[src/rtl/aes_stream_pkg.sv]
// aes_stream_pkg: shared types and widths for the AES word-serial stream adapter.
// Revision 1.0
`default_nettype none

package aes_stream_pkg;

    localparam int AES_WORD_W = 32;
    localparam int AES_BLK_W  = 128;
    localparam int AES_WORDS  = 4;

    typedef enum logic [1:0] {
        S_LOAD  = 2'd0,
        S_START = 2'd1,
        S_WAIT  = 2'd2,
        S_DRAIN = 2'd3
    } aes_stream_state_t;

endpackage

`default_nettype wire

[src/rtl/aes_word_shifter.sv]
// aes_word_shifter: 128-bit register with parallel load, 32-bit shift-in at the LSW and an MSW tap.
// Revision 1.0
`default_nettype none

module aes_word_shifter
    import aes_stream_pkg::*;
(
    input  logic                  clk,
    input  logic                  reset,
    input  logic                  load_i,
    input  logic [AES_BLK_W-1:0]  load_data_i,
    input  logic                  shift_i,
    input  logic [AES_WORD_W-1:0] shift_data_i,
    output logic [AES_BLK_W-1:0]  q_o,
    output logic [AES_WORD_W-1:0] msw_o
);

    logic [AES_BLK_W-1:0] data_q;
    logic [AES_BLK_W-1:0] data_d;

    // Parallel load wins over a shift in the same cycle.
    always_comb begin
        data_d = data_q;
        if (load_i) begin
            data_d = load_data_i;
        end else if (shift_i) begin
            data_d = {data_q[AES_BLK_W-AES_WORD_W-1:0], shift_data_i};
        end
    end

    always_ff @(posedge clk) begin
        if (!reset) begin
            data_q <= '0;
        end else begin
            data_q <= data_d;
        end
    end

    assign q_o   = data_q;
    assign msw_o = data_q[AES_BLK_W-1 -: AES_WORD_W];

endmodule

`default_nettype wire

[src/rtl/aes_stream_adapter.sv]
// aes_stream_adapter: assembles key/text from a 32-bit stream, drives the AES core, streams the result back.
// Revision 1.0
`default_nettype none

module aes_stream_adapter
    import aes_stream_pkg::*;
#(
    parameter int TIMEOUT = 64
) (
    input  logic                  clk,
    input  logic                  reset,
    input  logic [AES_WORD_W-1:0] in_data,
    input  logic                  in_is_key,
    input  logic                  in_valid,
    output logic                  in_ready,
    output logic [AES_WORD_W-1:0] out_data,
    output logic                  out_last,
    output logic                  out_valid,
    input  logic                  out_ready,
    output logic                  core_ld,
    output logic [AES_BLK_W-1:0]  core_key,
    output logic [AES_BLK_W-1:0]  core_text,
    input  logic                  core_done,
    input  logic [AES_BLK_W-1:0]  core_result,
    output logic                  busy,
    output logic                  err_nokey,
    output logic                  err_timeout
);

    localparam int                WCNT_W    = $clog2(TIMEOUT);
    localparam logic [WCNT_W-1:0] WCNT_LAST = WCNT_W'(TIMEOUT - 1);

    aes_stream_state_t state_q, state_d;
    logic [1:0]        kcnt_q, kcnt_d;
    logic [1:0]        tcnt_q, tcnt_d;
    logic [1:0]        ocnt_q, ocnt_d;
    logic [WCNT_W-1:0] wcnt_q, wcnt_d;
    logic              key_ok_q, key_ok_d;
    logic              err_nokey_q, err_nokey_d;
    logic              err_timeout_q, err_timeout_d;
    logic [AES_BLK_W-1:0] key_reg_q, key_reg_d;

    logic                  key_shift, txt_shift, out_load, out_shift;
    logic [AES_BLK_W-1:0]  key_stage_q, txt_reg_q, out_sr_q;
    logic [AES_WORD_W-1:0] key_stage_msw, txt_msw;

    // Words are only accepted in LOAD, so shifting is gated by state alone.
    assign key_shift = (state_q == S_LOAD) & in_valid &  in_is_key;
    assign txt_shift = (state_q == S_LOAD) & in_valid & ~in_is_key;

    aes_word_shifter u_key_stage (
        .clk          (clk),
        .reset        (reset),
        .load_i       (1'b0),
        .load_data_i  ('0),
        .shift_i      (key_shift),
        .shift_data_i (in_data),
        .q_o          (key_stage_q),
        .msw_o        (key_stage_msw)
    );

    aes_word_shifter u_txt_reg (
        .clk          (clk),
        .reset        (reset),
        .load_i       (1'b0),
        .load_data_i  ('0),
        .shift_i      (txt_shift),
        .shift_data_i (in_data),
        .q_o          (txt_reg_q),
        .msw_o        (txt_msw)
    );

    aes_word_shifter u_out_sr (
        .clk          (clk),
        .reset        (reset),
        .load_i       (out_load),
        .load_data_i  (core_result),
        .shift_i      (out_shift),
        .shift_data_i ('0),
        .q_o          (out_sr_q),
        .msw_o        (out_data)
    );

    logic unused_taps;
    assign unused_taps = ^{key_stage_msw, key_stage_q[AES_BLK_W-1 -: AES_WORD_W], txt_msw, out_sr_q};

    always_ff @(posedge clk) begin
        if (!reset) begin
            state_q       <= S_LOAD;
            kcnt_q        <= '0;
            tcnt_q        <= '0;
            ocnt_q        <= '0;
            wcnt_q        <= '0;
            key_ok_q      <= 1'b0;
            err_nokey_q   <= 1'b0;
            err_timeout_q <= 1'b0;
            key_reg_q     <= '0;
        end else begin
            state_q       <= state_d;
            kcnt_q        <= kcnt_d;
            tcnt_q        <= tcnt_d;
            ocnt_q        <= ocnt_d;
            wcnt_q        <= wcnt_d;
            key_ok_q      <= key_ok_d;
            err_nokey_q   <= err_nokey_d;
            err_timeout_q <= err_timeout_d;
            key_reg_q     <= key_reg_d;
        end
    end

    always_comb begin
        state_d       = state_q;
        kcnt_d        = kcnt_q;
        tcnt_d        = tcnt_q;
        ocnt_d        = ocnt_q;
        wcnt_d        = wcnt_q;
        key_ok_d      = key_ok_q;
        err_nokey_d   = err_nokey_q;
        err_timeout_d = err_timeout_q;
        key_reg_d     = key_reg_q;
        in_ready      = 1'b0;
        core_ld       = 1'b0;
        out_valid     = 1'b0;
        out_last      = 1'b0;
        out_load      = 1'b0;
        out_shift     = 1'b0;

        case (state_q)
            S_LOAD: begin
                in_ready = 1'b1;
                if (in_valid && in_is_key) begin
                    kcnt_d = kcnt_q + 2'd1;
                    // Only a completed key reaches the core; include the word arriving now.
                    if (kcnt_q == 2'd3) begin
                        key_reg_d = {key_stage_q[AES_BLK_W-AES_WORD_W-1:0], in_data};
                        key_ok_d  = 1'b1;
                    end
                end else if (in_valid) begin
                    tcnt_d = tcnt_q + 2'd1;
                    if (tcnt_q == 2'd3) begin
                        if (key_ok_q) begin
                            state_d = S_START;
                        end else begin
                            err_nokey_d = 1'b1;
                        end
                    end
                end
            end
            S_START: begin
                core_ld = 1'b1;
                wcnt_d  = '0;
                state_d = S_WAIT;
            end
            S_WAIT: begin
                wcnt_d = wcnt_q + 1'b1;
                if (core_done) begin
                    out_load = 1'b1;
                    state_d  = S_DRAIN;
                end else if (wcnt_q == WCNT_LAST) begin
                    err_timeout_d = 1'b1;
                    state_d       = S_LOAD;
                end
            end
            S_DRAIN: begin
                out_valid = 1'b1;
                out_last  = (ocnt_q == 2'd3);
                if (out_ready) begin
                    out_shift = 1'b1;
                    ocnt_d    = ocnt_q + 2'd1;
                    if (ocnt_q == 2'd3) begin
                        state_d = S_LOAD;
                    end
                end
            end
            default: begin
                state_d = S_LOAD;
            end
        endcase
    end

    assign busy        = (state_q != S_LOAD);
    assign core_key    = key_reg_q;
    assign core_text   = txt_reg_q;
    assign err_nokey   = err_nokey_q;
    assign err_timeout = err_timeout_q;

endmodule

`default_nettype wire

[config.mk]
export PLATFORM = sky130hd
export DESIGN_NAME = aes_stream_adapter
export DESIGN_NICKNAME = d
export VERILOG_FILES = /design/src/rtl/aes_stream_pkg.sv /design/src/rtl/aes_word_shifter.sv /design/src/rtl/aes_stream_adapter.sv
export SDC_FILE = /design/constraint.sdc
export NUM_CORES = 1
export LEC_CHECK = 0
export ABC_CLOCK_PERIOD_IN_PS = 4000
export BUFFER_PORTS_ARGS = -buffer_cell sky130_fd_sc_hd__buf_2
export CAP_MARGIN = 20
export CORE_AREA = 2 2 258 260
export CTS_BUF_LIST = sky130_fd_sc_hd__clkbuf_4 sky130_fd_sc_hd__clkbuf_8
export DETAILED_ROUTE_END_ITERATION = 10
export DIE_AREA = 0 0 260 262
export PLACE_DENSITY = 0.56
export SKIP_LAST_GASP = 1
export SYNTH_ARGS = -nofsm -noshare
export SYNTH_HDL_FRONTEND = slang
export SYNTH_HIERARCHICAL = 1
export SYNTH_SLANG_ARGS = --single-unit
[constraint.sdc]
create_clock -name clk -period 4 [get_ports clk]
set_input_delay 0.8 -clock clk [delete_from_list [all_inputs] [get_ports clk]]
set_output_delay 0.8 -clock clk [all_outputs]
set_load 0.01 [all_outputs]
== Word-level counts from Yosys, hierarchy flattened ==
Index checks and enable logic that the tools add are counted.
Widths: inputs -> output; s select.

* Bits in registers: 497
* Input bits: 166
* Output and inout bits: 295
* Word-level logic and storage cells: 69

* Add/subtract/negate cells: 4
* Eq/ne operators: 14
* Muxes and demuxes: 20
* Bitwise operators: 7
* Reduce and logical (&&, ||, !) cells: 12

{| class="wikitable"
|+ Operators by type and width
! cell !! count
|-
| $mux 128 || 2
|-
| $mux 2 || 8
|-
| $pmux 6 s2 || 1
|-
| $eq 2x2->1 const B || 5
|-
| $ne 2x2->1 const B || 5
|-
| $reduce_and 3->1 || 3
|-
| $mux 1 || 8
|-
| $pmux 2 s4 || 1
|-
| $reduce_and 7->1 || 1
|-
| $add 2x1->2 const B || 3
|-
| $add 6x1->6 const B || 1
|-
| $eq 6x6->1 const B || 1
|-
| $reduce_bool 2->1 || 3
|-
| $reduce_and 5->1 || 1
|-
| $not 1->1 || 4
|-
| $reduce_and 2->1 || 2
|-
| $and 1x1->1 || 3
|-
| $ne 3x3->1 const B || 1
|-
| $eq 2x1->1 const B || 1
|-
| $logic_not 2->1 || 1
|-
| $ne 2x1->1 const B || 1
|-
| $logic_and 1x1->1 || 1
|}

== Depth between registers and ports, before layout ==
* Word-level depth: 5
* Mapped depth: 9

== By module ==
The synthesis kept the hierarchy.

{| class="wikitable"
|+ Modules (own cells, without submodules)
! module !! times used !! cells an instance !! area each (um^2) !! sequential area each (um^2)
|-
| aes_word_shifter || 3 || 600 || 6745.2 || 2562.5
|-
| aes_stream_adapter || 1 || 652 || 5632.9 || 2902.8
|}

== Worst setup path after synthesis ==
No wires, ideal clock.

* Kind: input port to flip-flop
* From: in in_is_key
* To: reg u_txt_reg.data_q[10], in the netlist u_txt_reg/q_o[10]
* Setup time: 0.116 ns
* Arrival: 1.978 ns
* Path slack: 1.906 ns
* Stages on the path: 6
* Path buffers: 2
* Cells stage by stage: nand3b_1 > inv_1 > buf_6 > clkbuf_8 > mux2_2 > o211a_1

* Cells in the longest elaborated chain, start to end: 2

{| class="wikitable"
|+ RTL lines
! item !! line !! source
|-
| from (decl) || aes_stream_adapter.sv:13 || <nowiki>input logic in_is_key,</nowiki>
|-
| $not 1->1 || aes_stream_adapter.sv:49 || <nowiki>assign txt_shift = (state_q == S_LOAD) & in_valid & ~in_is_key;</nowiki>
|-
| $and 1x1->1 || aes_stream_adapter.sv:49 ||
|-
| named net txt_shift || aes_stream_adapter.sv:43 || <nowiki>logic key_shift, txt_shift, out_load, out_shift;</nowiki>
|-
| to (signal assigned) || aes_word_shifter.sv:35 || <nowiki>data_q <= data_d;</nowiki>
|-
| to (decl) || aes_word_shifter.sv:18 || <nowiki>logic [AES_BLK_W-1:0] data_q;</nowiki>
|}

The timed path passes the listed nets, and every way through them passes these cells.
A chain may end at the register's enable or synchronous reset.

== Worst setup path after layout ==
* From: reg state_q[1]
* To: reg key_reg_q[24], in the netlist core_key[24]

* Cells in the longest elaborated chain, start to end: 2

{| class="wikitable"
|+ RTL lines
! item !! line !! source
|-
| from (decl) || aes_stream_adapter.sv:33 || <nowiki>aes_stream_state_t state_q, state_d;</nowiki>
|-
| from (signal assigned) || aes_stream_adapter.sv:99 || <nowiki>state_q <= state_d;</nowiki>
|-
| $logic_not 2->1 || aes_stream_adapter.sv:128 || <nowiki>case (state_q)</nowiki>
|-
| $reduce_and 3->1 (no line) || n/a ||
|-
| to (signal assigned) || aes_stream_adapter.sv:107 || <nowiki>key_reg_q <= key_reg_d;</nowiki>
|-
| to (decl) || aes_stream_adapter.sv:41 || <nowiki>logic [AES_BLK_W-1:0] key_reg_q, key_reg_d;</nowiki>
|}

No other way between the ends.

==> metrics.txt <==
Die X=260 µm; Hold/Removal Path Class=in2reg; core box area=0.0653 mm²; latest clock arrival within the worst-skew pair=0.66 ns; drt drc=0; Filler cells=6409; vias in the first global route=18.0k; Worst Setup EP=core_key[24]; Reg clk slew, reported paths=0.06 ns; H-tree depth=3; GRT Total Usage=19.2%; Die Height=262 µm; Lkg Pwr=15.4 nW; Ys Warns=6; Clk pwr share=44.3%; P&R area growth vs syn=21.1%; Syn Area/Cell=10.6 µm²; reg2reg end=core_key[24]; DR vias/cell=4.77; highest clock rate=0.369 GHz; worst path required time=4.58 ns; Switching Fraction=24.8%; Final Hold Violating Endpoints=0; DP Cell Count=3622; hold_buf cts=0; fin cells=3780; Worst Path Max Fanout=55; PwrDens=394 mW/mm²; Flop pwr share=46.6%; first-pass GRT wire length=103000 µm; clock skew=0.0309 ns; Least-Margin Pin Slew=0.791 ns; layout cells sized above 1=34.0%; die area=0.0681 mm²; overall power=11.3 mW; total gr overflow=0; status=finished, final reports clean; RSZ-0062 raised after global routing=false; Internal=8.53 mW; Ports=461; DRT antenna net count=0; largest net degree at the start of global routing=161; Vias=18.0k; CTS Buffer Depth=3; Reg2Reg Depth=7; Post-Place Cell Area=0.0269 mm²; reg-to-reg critical path startpoint=state_q[1]; worst setup path startpoint=state_q[1]; fin nets=3026; critical path launch point type=flip-flop; Final GP Congestion=0.774; # rows=94; Post-CTS Setup Inserts=0; Port Buffers=460; Wirelength per Cell=17.9 µm; synthesized area=0.0238 mm²; Setup-failing EPs final=0; CTS tree=done; Max-cap violations=0; final WL=67800 µm; CTS root buf=clkbuf_8; combinational power share=9.1%; CP Capture Type=flip-flop; CTS resizes=0; Multi-input gate area=0.0133 mm²; critical path class=reg2reg; Final HPWL DP=46300 µm; design area=0.0288 mm²; Fin Setup TNS=0 ns; min cycle time layout=2.71 ns; Iteration-0 DRC Markers=959; register-to-register setup slack=1.29 ns; NetSw=2.82 mW; CP arrival=3.29 ns; Reg area=0.00995 mm²; count of pins over their slew limit=0; Pre-antenna DRT Iters=5; maximum vdd drop=0.261 mV; Starting Density=36.5%; worst rel slew slack=47.3%; Synth Instances=2252; antenna violations before repair=6; CTS Sinks=497; Tcrit/Tclk final=67.8%; clock buffer count from CTS=92
[metal layers]
metal / track usage, % / wire length, µm / up-vias
met5: 0 / 13 / -
met4: 7.49 / 1730 / 2
met3: 5.27 / 4470 / 94
met2: 31.8 / 32500 / 410
met1: 23.6 / 29100 / 8701
li1: - / - / 8829
[placed cells by master, fill, tap and decap left out, types with 2 or more instances in the layout]
cell type / count
a21boi_0: 101
a21boi_1: 30
a21oi_1: 2
and2_1: 4
and2_4: 2
and3_1: 2
buf_12: 10
buf_2: 459
buf_4: 10
bufinv_16: 2
clkbuf_4: 23
clkbuf_8: 113
clkinv_2: 10
clkinvlp_4: 3
conb_1: 264
dfxtp_1: 497
diode_2: 5
ha_1: 8
inv_1: 4
inv_6: 2
mux2_2: 352
mux2i_1: 3
nand2_1: 264
nand2b_1: 230
nand3_1: 3
nand3b_1: 2
nand4_1: 3
nor2_1: 6
nor2b_1: 2
o211a_1: 352
o21a_1: 3
o21ai_0: 3
or2b_1: 123
xnor2_1: 2
xor2_1: 5
[power by group through the flow]
stage,logic [mW],registers (mW),clock network [mW]
3_3_place_gp,0.978,5.39,0
6_report,1.04,5.28,5.03
2_1_floorplan,0.726,5.35,0
5_1_grt,1.14,5.30,5.44
3_5_place_dp,0.999,5.39,0
4_1_cts,1.00,5.29,5.21
[flip-flops by register name, summed over array words and instances (netlist names)]
name / count
wcnt_q: 6
u_key_stage/q_o: 96
kcnt_q: 2
err_timeout: 1
key_ok_q: 1
ocnt_q: 2
u_out_sr/q_o: 128
core_key: 128
state_q: 2
u_txt_reg/q_o: 128
tcnt_q: 2
err_nokey: 1
[stage by stage]
stage                     setup slack, ns  util, %  hold WS, ns
final                                1.29     44.1        0.421
after global routing                 1.02     44.1        0.364
after CTS                            1.27     44.1        0.341
after detailed placement             1.14     41.2        0.446
after global placement               1.20     41.2        0.437
after floorplan                      1.91        -        0.428
[cell type report]
type / count / share of cell area [%]
multi-input cells: 1775 / 46.1
flip-flops and latches: 497 / 34.5
repair buffers: 480 / 8.98
clock buffers: 136 / 6.00
well taps: 864 / 3.75
clock inverters: 17 / 0.530
inverters: 6 / 0.104
diodes: 5 / 0.0434
[worst min path at each step]
stage / startpoint / end / slack, ns / cells past startpoint
after floorplan: u_key_stage/q_o[74] / core_key[106] / 0.43 / 2
after global routing: in_data[8] / core_key[8] / 0.36 / 3
after detailed placement: core_key[87] / core_key[87] / 0.45 / 2
after global placement: u_key_stage/q_o[83] / core_key[115] / 0.44 / 2
final: in_data[8] / core_key[8] / 0.42 / 3
after CTS: in_data[8] / core_key[8] / 0.34 / 3
[critical path: stages (launching register included)]
cell,delay (ns)
dfxtp_1,0.37
inv_1,0.10
ha_1,0.27
and3_4,0.53
and2_4,0.66
buf_4,0.36
nand2_1,0.07
a21boi_0,0.19
No activity file was read; power rests on OpenSTA's default activity.
